==> src/rtl/kgp_pkg.sv <==
// Shared processor package: register-file geometry and the types built on it.
`timescale 1ns/1ps
package kgp_pkg;
  localparam int NUM_REGS  = 32;
  localparam int DATA_W    = 32;
  localparam int REG_IDX_W = 5;

  typedef logic [REG_IDX_W-1:0] reg_idx_t;
  typedef logic [DATA_W-1:0]    reg_data_t;
endpackage

==> src/rtl/reg_file.sv <==
// NUM_REGS x DATA_W register file: one write port, two read ports, and a debug mirror of ROUT_IDX.
// Writes land on the rising Clk edge; reads are combinational from stored state (no bypass).
`timescale 1ns/1ps
module reg_file #(
  parameter int NUM_REGS = kgp_pkg::NUM_REGS,
  parameter int DATA_W   = kgp_pkg::DATA_W,
  parameter int ROUT_IDX = 1
) (
  input  logic                          Clk,
  input  logic                          rst,
  input  logic [kgp_pkg::REG_IDX_W-1:0] WriteReg,
  input  logic [DATA_W-1:0]             WriteData,
  input  logic                          RegWrite,
  input  logic [kgp_pkg::REG_IDX_W-1:0] ReadReg1,
  input  logic [kgp_pkg::REG_IDX_W-1:0] ReadReg2,
  output logic [DATA_W-1:0]             ReadData1,
  output logic [DATA_W-1:0]             ReadData2,
  output logic [DATA_W-1:0]             rout
);
  import kgp_pkg::*;

  logic [DATA_W-1:0] regs_q [NUM_REGS];
  logic [DATA_W-1:0] regs_d [NUM_REGS];

  // Register 0 is an ordinary storage location, not a hard-wired zero.
  always_comb begin
    regs_d = regs_q;
    if (RegWrite) regs_d[WriteReg] = WriteData;
  end

  always_ff @(posedge Clk or posedge rst) begin
    if (rst) begin
      regs_q <= '{default: '0};
    end else begin
      regs_q <= regs_d;
    end
  end

  assign ReadData1 = regs_q[ReadReg1];
  assign ReadData2 = regs_q[ReadReg2];
  assign rout      = regs_q[ROUT_IDX];

endmodule

==> config.mk <==
export PLATFORM = sky130hd
export DESIGN_NAME = reg_file
export DESIGN_NICKNAME = d
export VERILOG_FILES = /design/src/rtl/kgp_pkg.sv /design/src/rtl/reg_file.sv
export SDC_FILE = /design/constraint.sdc
export NUM_CORES = 2
export LEC_CHECK = 0
export CELL_PAD_IN_SITES_DETAIL_PLACEMENT = 1
export CELL_PAD_IN_SITES_GLOBAL_PLACEMENT = 1
export CORE_ASPECT_RATIO = 0.8
export CORE_MARGIN = 8
export CORE_UTILIZATION = 40
export DETAILED_ROUTE_END_ITERATION = 6
export PLACE_DENSITY = 0.65
export SETUP_SLACK_MARGIN = 0.1
export SLEW_MARGIN = 5
export SYNTH_ARGS = -nofsm -noshare
export SYNTH_HDL_FRONTEND = slang
export SYNTH_SLANG_ARGS = --single-unit
==> constraint.sdc <==
create_clock -name Clk -period 86.1 [get_ports Clk]
set_input_delay 8.61 -clock Clk [delete_from_list [all_inputs] [get_ports Clk]]
set_output_delay 8.61 -clock Clk [all_outputs]
set_load 0.01 [all_outputs]
---- Word level (Yosys, flattened, before mapping) ----
Index checks and enable logic that the tools add are counted.
word-level totals
  register bits ........................... 1024
  input port bits ......................... 50
  output and inout port bits .............. 96
cells by class
  $lt $le $gt $ge ......................... 4
  multiplexer cells ....................... 9
  bitwise gates (word level) .............. 3
  reductions and logical operators ........ 1
operators with widths
  operator            count
  $bwmux 1024         1
  $bmux 32 s5         2
  $demux 32 s5        1
  $mux 32             5
  $ge 6x6->1 const B  3
  $not 5->6           3
  $lt 6x1->1 const B  1
  $logic_and 1x1->1   1

---- Depth between registers and ports, before layout ----
  depth in word-level cells ............... 6
  gate-level depth with buffers ........... 8

---- Worst setup path after synthesis ----
Ideal clock, no wire load.
  kind .................................... in2out
  start point ............................. in ReadReg2[1] (netlist name)
  end point ............................... out ReadData2[0]
  arrival time ............................ 9852 ps
  required time ........................... 77490 ps
  setup slack ............................. 67638 ps
  cell stages on the path ................. 8
  path buffers ............................ 4
  cells stage by stage .................... buf_2 -> buf_4 -> buf_2 -> buf_2 -> mux2i_1 -> nand2_1 -> a31oi_1 -> nand3_1
between the ends
  word-level cells in the longest chain between the ends .. 4
ends and longest elaborated chain
  what                                         line            RTL
  start: declaration                           reg_file.sv:15  input logic [kgp_pkg::REG_IDX_W-1:0] ReadReg2,
  $not 5->6 (implied by the code)              reg_file.sv:40  assign ReadData2 = regs_q[ReadReg2];
  $bmux 32 s5                                  reg_file.sv:40
  $mux 32 (implied by the code) (2 in series)  reg_file.sv:40
  end: declaration                             reg_file.sv:17  output logic [DATA_W-1:0] ReadData2,
No other way between the ends. The select of a mux whose other input is x is not followed.

---- Worst setup path after layout ----
  start point ............................. in ReadReg1[1] (netlist name)
  end point ............................... out ReadData1[28]
between the ends
  word-level cells in the longest chain between the ends .. 4
ends and longest elaborated chain
  what                                         line            RTL
  start: declaration                           reg_file.sv:14  input logic [kgp_pkg::REG_IDX_W-1:0] ReadReg1,
  $not 5->6 (implied by the code)              reg_file.sv:39  assign ReadData1 = regs_q[ReadReg1];
  $bmux 32 s5                                  reg_file.sv:39
  $mux 32 (implied by the code) (2 in series)  reg_file.sv:39
  end: declaration                             reg_file.sv:16  output logic [DATA_W-1:0] ReadData1,
No other way between the ends. The select of a mux whose other input is x is not followed.

==> flow_summary.yaml <==
synthesis:
  synth_area_sq_mm: 0.05646
  ys_seq_elements: 1024
  synth_area_leaders: "dfrtp_1, mux2_2, mux2i_1"
  yosysUniqueCellTypes: 29
  synth_edf_count: 0
  ys_warn_count: 0
  yosysTopAreaCellShare_pct: 45.38
  yosysTopAreaCell: "dfrtp_1"
  ys_seq_area_share_pct: 45.38
  synth_common_cells: "dfrtp_1, mux2i_1, mux2_2"
  synth-main-ff-cell: "dfrtp_1"
  synthArstFlopShare_pct: 100.0
  synth_nets: 4688
  syn_inst: 4638
  synth_area_per_cell_sq_um: 12.17
die:
  rows: 123
  ioPinCount: 146
  dieArea_sq_mm: 0.1535
  start_util_pct: 40.23
  die_x_um: 436.1
  die_y_um: 352.0
  core-area_sq_mm: 0.1404
setup_path:
  cp.arrival_ns: 13.37
  r2r_end: "rout[19]"
  rr_worst_depth: 1
  critical_path_class: "primary input to primary output"
  setup.worst_path.end: "ReadData1[28]"
  crit_fanout: 85
  r2r_start: "rout[19]"
  cp-end-kind: "primary output"
  startpoint: "ReadReg1[1]"
  rrSetupSlack_ns: 85.15
  critPathRequiredTime_ns: 77.49
  startpoint_type: "primary input"
power_and_ir_drop:
  powerDensity_mw_per_mm2: 23.18
  vdd_drop_max_v: 0.00001735
  p_leak_uw: 0.02887
detailed_routing:
  ant_nets: 0
  post_drt_wl_per_cell_um: 31.47
  num_vias: 39411
  viasPerCell: 6.090
  drc: 0
  drt_first_pass_iters: 5
  wirelength_mm: 203.6
  drt_iter0_markers: 3154
clock_network:
  path_clk_slew_ns: 0.06
  cts_hold_buf: 0
  cts_tree: "done"
  clock-root-buffer: "clkbuf_16"
  clk_latency_ns: 0.73
  cts_setup_buffers: 0
  cts.sinks: 1024
  h-tree-depth: 3
  clock_path_buffers: 3
  numCtsBuffers: 108
  postCtsResizedCells: 0
min_path:
  hold_depth: 1
  hold_class: "flip-flop to flip-flop"
place:
  pre_cts_ws_ns: 64.20
  dp_hpwl_mm: 108.6
  placement.io_buffers: 145
  finalWeightedCongestion: 0.7581
  place_area_sq_mm: 0.05848
timing:
  relSlewSlack_pct: 13.10
  report.final.slew_viol_count: 0
  skew_ns: 0
  min_period_over_period_pct: 25.53
  timing.final.crit_period_ns: 21.98
  tns_ns: 0
  fmax_ghz: 0.04549
  finalSetupViolCount: 0
  rsz0062_at_grt: "no"
  hold_viol: 0
  max_slew.worst_pin.slew_ns: 1.299
  worst_slack_ns: 64.12
layout:
  finalNetCount: 4554
  seqCellArea_sq_mm: 0.02562
  area_growth_pct: 10.18
  final_area_sq_mm: 0.06221
  drive_gt1_share_pct: 28.61
  multiInputGateArea_sq_mm: 0.02829
  fillers: 14577
status:
  outcome: "finished clean"
global_routing:
  grt_start_max_net_pins: 155
  grt.total_usage_pct: 25.72
  antenna_found_initial: 7
  grt_pass1_vias: 41368
  overflow: 0
  grt_pass1_wl_mm: 300.0
job:
  drv_cap: 0
[sequential cells by signal (all words and copies together), names as in the netlist]
name	cells
rout	32
regs_q	992
[worst min path at each step]
stage                start           to
2_1_floorplan  regs_q[127]  regs_q[127]
3_3_place_gp   regs_q[371]  regs_q[371]
3_5_place_dp   regs_q[372]  regs_q[372]
4_1_cts        regs_q[372]  regs_q[372]
5_1_grt        regs_q[373]  regs_q[373]
6_report       regs_q[372]  regs_q[372]
[critical path, stage by stage]
cell and delay (ns):
buf_8 0.66, buf_4 0.76, buf_4 0.80, buf_4 0.77
mux2i_1 0.17, a22o_1 0.26, nor3_1 0.22, a31oi_1 0.08
nand3_1 0.24, clkdlybuf4s50_1 0.61
[cell usage in the layout (no fill, tap or decap), types with 2 or more instances in the layout]
master           count
a22oi_1            192
nand3_1            194
nor2_4              18
clkinvlp_4           3
nor3_1              65
nand3b_1             4
buf_4               80
a21oi_1            192
nor3b_2              3
a31oi_1             64
nand2_4              4
clkinv_8             3
and2_4               2
dfrtp_1           1024
buf_8                2
or2_2                3
clkbuf_1            14
clkdlybuf4s50_1    143
inv_6                3
inv_16               2
nor2b_4              4
a22o_1             128
mux2_1              37
clkbuf_16          108
clkbuf_8            32
clkinv_2            24
mux2_2             987
nand2_2             14
bufinv_16            9
buf_12               7
diode_2              4
mux2i_1           1024
nand2b_2             4
nand2_1            193
[metrics by stage]
| stage | util (%) | cells | hold slack (ns) | total power, uW |
|---|---|---|---|---|
| finish | 44.32 | 6471 | 0.5113 | 1442 |
| detailed placement | 41.66 | 6269 | 0.4990 | 951.2 |
| floorplan | - | 4638 | 0.4793 | 855.7 |
| CTS | 44.32 | 6467 | 0.5128 | 1451 |
| global placement | 41.66 | 6269 | 0.4884 | 937.3 |
| global route | 44.32 | 6471 | 0.5289 | 1505 |
[report_power, final]
group | switching, uW | internal, uW | leakage [uW]
sequential | 75.9 | 576 | 0.0131
clock | 211 | 285 | 0.00185
combinational | 142 | 152 | 0.0139
total | 429 | 1010 | 0.0289
[area by class of cell]
class	instances	share of cell area [%]
clock inverters	44	0.8488
multi-input cells	3137	45.48
repair buffers	232	3.540
clock buffers	154	5.137
flip-flops and latches	1024	41.19
diodes	4	0.01609
well taps	1875	3.771
inverters	1	0.01810
[layer usage]
metal  up-vias  global-route usage (%)  part of all wire (%)
li1      16810                       -                     -
met1     21195                   35.35                    45
met2      1059                   41.68                    47
met3       347                   3.857                   4.5
met4         0                   8.376                   3.5
met5         -                       0                     0
[logic make-up (layout without fill, tap and decap cells)]
kind of cell,after synthesis,in the layout,share of synthesized area (%)
flops,1024,1024,45.38
mux,2048,2048,38.58
other cells,0,4,0
compound gates,576,576,6.949
buf+inv,477,431,4.729
simple gates,513,513,4.361
Note: power is estimated with default switching activity, not from simulation.
